### src/rtl/ram_arb_pkg.sv
// Shared definitions for the RAM port arbiter.
//   DEF_ADDR_W / DEF_DATA_W : default RAM address and data widths
//   TAG_ID_W                : requester id width in a response tag (covers up to 4 requesters)
//   rsp_tag_t               : one stage of the read-response tag pipeline
//   idx_w()                 : width of a requester index for a given requester count
package ram_arb_pkg;

    localparam int DEF_ADDR_W = 16;
    localparam int DEF_DATA_W = 16;
    localparam int TAG_ID_W   = 2;

    typedef struct packed {
        logic                valid;
        logic [TAG_ID_W-1:0] id;
    } rsp_tag_t;

    function automatic int idx_w(input int n);
        return (n > 1) ? $clog2(n) : 1;
    endfunction

endpackage

### src/rtl/ram_port_arbiter_if.sv
// Requester-side bus of the RAM port arbiter, all requesters packed side by side.
//   req_valid/req_we/req_lock : per-requester request, write flag, burst lock
//   req_addr/req_wdata        : packed, requester i at [i*W +: W]
//   req_ready                 : one-hot grant back to the requesters
//   rsp_valid/rsp_rdata       : one-hot read response and shared read data
// master = requester side, slave = arbiter side.
interface ram_port_arbiter_if #(
    parameter int NUM_REQ = 2,
    parameter int ADDR_W  = 16,
    parameter int DATA_W  = 16
);
    logic [NUM_REQ-1:0]        req_valid;
    logic [NUM_REQ-1:0]        req_we;
    logic [NUM_REQ-1:0]        req_lock;
    logic [NUM_REQ*ADDR_W-1:0] req_addr;
    logic [NUM_REQ*DATA_W-1:0] req_wdata;
    logic [NUM_REQ-1:0]        req_ready;
    logic [NUM_REQ-1:0]        rsp_valid;
    logic [DATA_W-1:0]         rsp_rdata;

    modport master (
        output req_valid, req_we, req_lock, req_addr, req_wdata,
        input  req_ready, rsp_valid, rsp_rdata
    );

    modport slave (
        input  req_valid, req_we, req_lock, req_addr, req_wdata,
        output req_ready, rsp_valid, rsp_rdata
    );
endinterface

### src/rtl/rr_pick.sv
// Combinational rotating-priority picker.
//   req   : request vector
//   ptr   : index searched first; the search wraps upward from here
//   grant : one-hot winner (all zero when nothing requests)
//   idx   : winner index
//   any   : at least one request present
module rr_pick #(
    parameter int N  = 2,
    parameter int IW = 1
) (
    input  logic [N-1:0]  req,
    input  logic [IW-1:0] ptr,
    output logic [N-1:0]  grant,
    output logic [IW-1:0] idx,
    output logic          any
);
    logic [IW-1:0] cand;

    always_comb begin
        grant = '0;
        idx   = '0;
        any   = 1'b0;
        cand  = '0;
        for (int k = 0; k < N; k++) begin
            cand = IW'((int'(ptr) + k) % N);
            if (!any && req[cand]) begin
                idx = cand;
                any = 1'b1;
            end
        end
        for (int k = 0; k < N; k++) begin
            grant[k] = any && (idx == IW'(k));
        end
    end
endmodule

### src/rtl/ram_port_arbiter.sv
// Shares one synchronous RAM port between NUM_REQ requesters.
// Round-robin grant with an optional bounded burst lock; read data is returned
// to the issuing requester RD_LATENCY clocks after the accepting edge.
//   clock, clear          : clock and asynchronous active-low reset
//   bus                   : requester bus (slave side)
//   ram_address/ram_data/ram_wren : RAM port drive
//   ram_q                 : RAM read data
module ram_port_arbiter
    import ram_arb_pkg::*;
#(
    parameter int NUM_REQ    = 2,
    parameter int ADDR_W     = DEF_ADDR_W,
    parameter int DATA_W     = DEF_DATA_W,
    parameter int RD_LATENCY = 1,
    parameter int MAX_LOCK   = 8
) (
    input  logic              clock,
    input  logic              clear,
    ram_port_arbiter_if.slave bus,
    output logic [ADDR_W-1:0] ram_address,
    output logic [DATA_W-1:0] ram_data,
    output logic              ram_wren,
    input  logic [DATA_W-1:0] ram_q
);
    localparam int IW = idx_w(NUM_REQ);
    localparam int CW = $clog2(MAX_LOCK + 1);

    logic               run;
    logic [IW-1:0]      ptr;
    logic [IW-1:0]      owner;
    logic               owner_vld;
    logic [CW-1:0]      lock_cnt;
    rsp_tag_t           tag_q [RD_LATENCY];

    logic [IW-1:0]      eff_ptr;
    logic [NUM_REQ-1:0] pick_grant;
    logic [IW-1:0]      pick_idx;
    logic               pick_any;
    logic               owner_hold;
    logic [IW-1:0]      win;
    logic               accept;
    logic [CW-1:0]      cnt_inc;
    logic               lock_max;
    rsp_tag_t           tag_in;
    rsp_tag_t           rsp_tag;

    function automatic logic [IW-1:0] wrap_inc(input logic [IW-1:0] x);
        return (int'(x) == NUM_REQ - 1) ? '0 : x + 1'b1;
    endfunction

    // While a lock is held the round-robin search starts just past the owner, so an
    // owner that drops its request hands over exactly as if its lock had ended.
    assign eff_ptr = owner_vld ? wrap_inc(owner) : ptr;

    rr_pick #(.N(NUM_REQ), .IW(IW)) u_pick (
        .req   (bus.req_valid),
        .ptr   (eff_ptr),
        .grant (pick_grant),
        .idx   (pick_idx),
        .any   (pick_any)
    );

    always_comb begin
        owner_hold  = owner_vld && bus.req_valid[owner];
        win         = owner_hold ? owner : pick_idx;
        accept      = run && (owner_hold || pick_any);

        bus.req_ready = '0;
        ram_address   = '0;
        ram_data      = '0;
        ram_wren      = 1'b0;
        if (accept) begin
            if (owner_hold) begin
                for (int i = 0; i < NUM_REQ; i++) begin
                    bus.req_ready[i] = (owner == IW'(i));
                end
            end else begin
                bus.req_ready = pick_grant;
            end
            ram_address = bus.req_addr[win*ADDR_W +: ADDR_W];
            ram_data    = bus.req_wdata[win*DATA_W +: DATA_W];
            ram_wren    = bus.req_we[win];
        end

        // A fresh locker starts counting from zero; only the current owner continues.
        cnt_inc  = (owner_hold ? lock_cnt : '0) + 1'b1;
        lock_max = (cnt_inc >= CW'(MAX_LOCK));

        tag_in.valid = accept && !bus.req_we[win];
        tag_in.id    = TAG_ID_W'(win);

        rsp_tag = tag_q[RD_LATENCY-1];
        for (int i = 0; i < NUM_REQ; i++) begin
            bus.rsp_valid[i] = rsp_tag.valid && (rsp_tag.id == TAG_ID_W'(i));
        end
        bus.rsp_rdata = rsp_tag.valid ? ram_q : '0;
    end

    always_ff @(posedge clock or negedge clear) begin
        if (!clear) begin
            run       <= 1'b0;
            ptr       <= '0;
            owner     <= '0;
            owner_vld <= 1'b0;
            lock_cnt  <= '0;
            for (int i = 0; i < RD_LATENCY; i++) begin
                tag_q[i] <= '0;
            end
        end else begin
            run      <= 1'b1;
            tag_q[0] <= tag_in;
            for (int i = 1; i < RD_LATENCY; i++) begin
                tag_q[i] <= tag_q[i-1];
            end

            if (accept) begin
                if (bus.req_lock[win] && !lock_max) begin
                    owner     <= win;
                    owner_vld <= 1'b1;
                    lock_cnt  <= cnt_inc;
                end else begin
                    owner_vld <= 1'b0;
                    lock_cnt  <= '0;
                    ptr       <= wrap_inc(win);
                end
            end else if (owner_vld && !owner_hold) begin
                owner_vld <= 1'b0;
                lock_cnt  <= '0;
                ptr       <= wrap_inc(owner);
            end
        end
    end
endmodule
### src/flat_wrapper.sv
// flat-port wrapper written by rule: the top's interface ports become plain ports
module ram_port_arbiter_flat import ram_arb_pkg::*;
#(
    parameter int NUM_REQ    = 2,
    parameter int ADDR_W     = DEF_ADDR_W,
    parameter int DATA_W     = DEF_DATA_W,
    parameter int RD_LATENCY = 1,
    parameter int MAX_LOCK   = 8
)
  (clock, clear, ram_address, ram_data, ram_wren, ram_q, bus_req_valid, bus_req_we, bus_req_lock, bus_req_addr, bus_req_wdata, bus_req_ready, bus_rsp_valid, bus_rsp_rdata);
  ram_port_arbiter_if #(.NUM_REQ(NUM_REQ), .ADDR_W(ADDR_W), .DATA_W(DATA_W)) bus_i ();
  input  logic clock;
  input  logic clear;
  output logic [ADDR_W-1:0] ram_address;
  output logic [DATA_W-1:0] ram_data;
  output logic ram_wren;
  input  logic [DATA_W-1:0] ram_q;
  input wire logic [$bits(bus_i.req_valid)-1:0] bus_req_valid;
  input wire logic [$bits(bus_i.req_we)-1:0] bus_req_we;
  input wire logic [$bits(bus_i.req_lock)-1:0] bus_req_lock;
  input wire logic [$bits(bus_i.req_addr)-1:0] bus_req_addr;
  input wire logic [$bits(bus_i.req_wdata)-1:0] bus_req_wdata;
  output wire logic [$bits(bus_i.req_ready)-1:0] bus_req_ready;
  output wire logic [$bits(bus_i.rsp_valid)-1:0] bus_rsp_valid;
  output wire logic [$bits(bus_i.rsp_rdata)-1:0] bus_rsp_rdata;
  assign bus_i.req_valid = bus_req_valid;
  assign bus_i.req_we = bus_req_we;
  assign bus_i.req_lock = bus_req_lock;
  assign bus_i.req_addr = bus_req_addr;
  assign bus_i.req_wdata = bus_req_wdata;
  assign bus_req_ready = bus_i.req_ready;
  assign bus_rsp_valid = bus_i.rsp_valid;
  assign bus_rsp_rdata = bus_i.rsp_rdata;
  ram_port_arbiter #(.NUM_REQ(NUM_REQ), .ADDR_W(ADDR_W), .DATA_W(DATA_W), .RD_LATENCY(RD_LATENCY), .MAX_LOCK(MAX_LOCK)) u_core (.clock(clock), .clear(clear), .bus(bus_i), .ram_address(ram_address), .ram_data(ram_data), .ram_wren(ram_wren), .ram_q(ram_q));
endmodule
### config.mk
export PLATFORM = sky130hd
export DESIGN_NAME = ram_port_arbiter_flat
export DESIGN_NICKNAME = d
export VERILOG_FILES = /design/src/rtl/ram_arb_pkg.sv /design/src/rtl/ram_port_arbiter_if.sv /design/src/rtl/rr_pick.sv /design/src/rtl/ram_port_arbiter.sv /design/src/flat_wrapper.sv
export SDC_FILE = /design/constraint.sdc
export NUM_CORES = 1
export LEC_CHECK = 0
export CAP_MARGIN = 15
export CELL_PAD_IN_SITES_DETAIL_PLACEMENT = 0
export CELL_PAD_IN_SITES_GLOBAL_PLACEMENT = 1
export CORE_ASPECT_RATIO = 1.2
export CORE_UTILIZATION = 16
export CTS_BUF_LIST = sky130_fd_sc_hd__clkbuf_8 sky130_fd_sc_hd__clkbuf_16
export CTS_CLUSTER_DIAMETER = 120
export DETAILED_ROUTE_END_ITERATION = 6
export GPL_TIMING_DRIVEN = 1
export HOLD_SLACK_MARGIN = 0.05
export PLACE_DENSITY = 0.85
export SLEW_MARGIN = 40
export SYNTH_ARGS = -nofsm -noshare
export SYNTH_HDL_FRONTEND = slang
export SYNTH_SLANG_ARGS = --single-unit
### constraint.sdc
create_clock -name clock -period 2.83 [get_ports clock]
set_input_delay 0.566 -clock clock [delete_from_list [all_inputs] [get_ports clock]]
set_output_delay 0.566 -clock clock [all_outputs]
set_load 0.02 [all_outputs]
==> flow_summary.yaml <==
final_layout:
  syn2layout_area_growth_pct: 143
  drive_gt1_frac: 0.0665
  design_area_um2: 2670
  antenna_cells: 0
  fin_nets: 406
grt:
  grt-ovfl-total: 0
  grt_pass1_wl_mm: 7.68
  grt_use_total: 0.132
  antenna_found_initial: 0
  grt_pass1_vias: 1710
  grt_start_max_net_pins: 37
clock_network:
  clock_path_buffers: 2
  post-cts-setup-buffers: 0
  post_cts_resized: 34
  cts.htree.levels: 1
  cts.sinks: 10
  cts.clk_slew.worst_paths_ps: 40
  cts_hold_buf: 0
  cts_root_buf: "clkbuf_8"
  numCtsBuffers: 3
  cts_tree: "done"
  insertion_delay_ps: 230
route:
  vias: 1699
  drc: 0
  antenna_left: 0
  firstDrtPassIters: 4
  drt_wl_total_mm: 4.77
  wire_per_inst_um: 11.9
  drt_iter0_drc: 31
  viasPerCell: 4.24
synthesis:
  avgSynthCellArea_um2: 6.21
  synth_area_um2: 1100
  seq_area_frac_synth: 0.228
  synthesis.nets: 265
  synthCells: 177
  ys_types: 31
  ys_warn_count: 0
  ys_ff_latch: 10
die:
  fp-row-count: 32
  dieArea_um2: 7210
  initial_utilization: 0.169
  fp.dieW_um: 77.7
  die_h_um: 92.8
  coreArea_um2: 6530
  io_pins: 141
timing:
  drv_slew: 0
  rsz0062_at_grt: "no"
  finalCritPeriodShare: 0.963
  fin_skew_ps: 0.230
  setup-tns-final_ps: 0
  hold_violations: 0
  clock.fmax_mhz: 367
  fin_crit_ps: 2720
  setup_viol: 0
  worst_slack_ps: 105
status:
  status: "completed"
setup_path:
  end_kind: "primary output"
  crit_chain: "clkdlybuf4s50_1 -> nand2_2 -> nand2_4 -> clkinv_8 -> and2_1 -> clkdlybuf4s50_1"
  cp-start-kind: "primary input"
  crit_path_max_incr_delay_ps: 540
  arrival_ps: 2160
  worstSetupPathType: "primary input to primary output"
  crit_top_cell: "clkdlybuf4s50_1"
  crit_slowest_cell: "clkdlybuf4s50_1"
  path_max_fanout: 36
  cp_data_required_time_ps: 2260
place:
  dpl_cell_area_um2: 2650
  dp_slack_ps: -149
  dpl.hpwl_mm: 3.76
  gp_congestion: 0.776
  io_buffers: 140
flow_run:
  drv_cap: 0
power_and_ir_drop:
  ir_drop_mv: 0.155
  power_density_nw_per_um2: 355
  leakagePower_nw: 1.23
  power_uw: 948
min_path:
  hold_path_class: "register to register"
worst max-delay path, delay by kind of cell:
kind | cells | cell delay [ps]
buffers and inverters | 3 | 1180
and+or+nand+nor | 3 | 410
stage by stage:
| stage | utilization | hold slack [ps] | instances |
|---|---|---|---|
| global route | 0.410 | 566 | 401 |
| CTS | 0.408 | 525 | 401 |
| global placement | 0.406 | 501 | 398 |
| floorplan | - | 270 | 177 |
| detailed placement | 0.406 | 514 | 398 |
| finish | 0.410 | 533 | 401 |
kinds of logic (layout without fill, tap and decap cells):
| kind of cell | Yosys count | after routing | synth area share |
|---|---|---|---|
| other cells | 1 | 1 | 0.00341 |
| mux | 6 | 6 | 0.0660 |
| buf+inv | 12 | 151 | 0.0501 |
| simple gates | 103 | 103 | 0.421 |
| xor+xnor | 1 | 1 | 0.00797 |
| compound gates | 44 | 44 | 0.224 |
| flops | 10 | 10 | 0.228 |
cell type report:
class                   instances  area, um^2
fillers                       677        3850
repair buffers                146        1450
multi-input cells             155         806
flip-flops and latches         10         250
well taps                      85         106
clock buffers                   3        41.3
inverters                       2        20.0
placed cells by master (no fill, tap or decap):
cell / synthesis / routed
o22a_2: 1 / 1
or2_2: 1 / 1
inv_1: 1 / 1
nand2_2: 1 / 1
a2111oi_0: 1 / 1
nor2_1: 3 / 3
a22o_1: 1 / 1
o21ai_0: 1 / 1
and2_1: 19 / 19
nand2_1: 70 / 70
clkbuf_8: 0 / 3
o21a_2: 1 / 1
nor2b_1: 2 / 2
a31o_1: 1 / 1
mux2i_1: 2 / 2
a21oi_1: 35 / 35
conb_1: 1 / 1
nor2_2: 1 / 1
mux2_4: 2 / 2
nand3_1: 4 / 4
a21o_1: 1 / 1
a21oi_2: 1 / 1
mux2_1: 1 / 1
dfrtp_1: 10 / 10
o21ai_4: 0 / 1
clkdlybuf4s50_1: 0 / 107
clkinv_8: 0 / 1
nand2_4: 1 / 1
nor3b_1: 1 / 1
buf_4: 0 / 3
mux2_2: 1 / 1
buf_12: 0 / 3
xor2_1: 1 / 1
dlymetal6s2s_1: 0 / 2
dlygate4sd2_1: 0 / 31
registers in the layout (all words and copies together) (netlist names):
signal	flops
u_core.owner	1
u_core.run	1
u_core.rsp_tag	2
u_core.owner_vld	1
u_core.ptr	1
u_core.lock_cnt	4
synthesized netlist by cell type:
cell / number / area (um^2)
o21a_2: 1 / 8.76
dfrtp_1: 10 / 250
nand2_4: 1 / 11.3
buf_2: 6 / 30.0
a21o_1: 1 / 7.51
mux2_1: 1 / 11.3
nand3_1: 4 / 20.0
mux2i_1: 2 / 20.0
nand2_1: 70 / 263
clkbuf_1: 4 / 15.0
inv_4: 1 / 6.26
inv_1: 1 / 3.75
o21ai_1: 1 / 5.00
nor2_1: 3 / 11.3
conb_1: 1 / 3.75
a31o_1: 1 / 8.76
and2_1: 19 / 119
nand2_2: 1 / 6.26
o22a_2: 1 / 10.0
a21oi_2: 1 / 8.76
nor2b_1: 2 / 12.5
a22o_1: 1 / 8.76
nor2_2: 1 / 6.26
o21ai_0: 1 / 5.00
mux2_4: 2 / 30.0
xor2_1: 1 / 8.76
mux2_2: 1 / 11.3
a21oi_1: 35 / 175
or2_2: 1 / 6.26
a2111oi_0: 1 / 8.76
nor3b_1: 1 / 7.51
power by group:
part           internal (mW)  total (mW)  switching (mW)
combinational          0.307       0.601           0.294
clock                 0.0926       0.143          0.0501
sequential             0.170       0.204          0.0336
worst paths after layout:
check                      cells past startpoint  slack (ps)                             end                            from
min in group asynchronous                      1         650            u_core.run$_DFF_PN0_                           clear
setup / recovery                               6         110                bus_req_ready[1]                bus_req_valid[0]
max in group asynchronous                      1        1870     u_core.rsp_tag[0]$_DFF_PN0_                           clear
setup reg to reg                               7         990     u_core.rsp_tag[2]$_DFF_PN0_    u_core.owner_vld$_DFFE_PN0P_
hold reg to reg                                1         530  u_core.lock_cnt[2]$_DFFE_PN0P_  u_core.lock_cnt[2]$_DFFE_PN0P_
hold / removal                                 1         530  u_core.lock_cnt[2]$_DFFE_PN0P_  u_core.lock_cnt[2]$_DFFE_PN0P_
metal layers:
| metal | part of all wire | global-route usage |
|---|---|---|
| met5 | 0 | 0 |
| met4 | 0.0048 | 0.0283 |
| met3 | 0.11 | 0.0345 |
| met2 | 0.52 | 0.260 |
| met1 | 0.37 | 0.136 |
(Power assumes the default switching activity.)
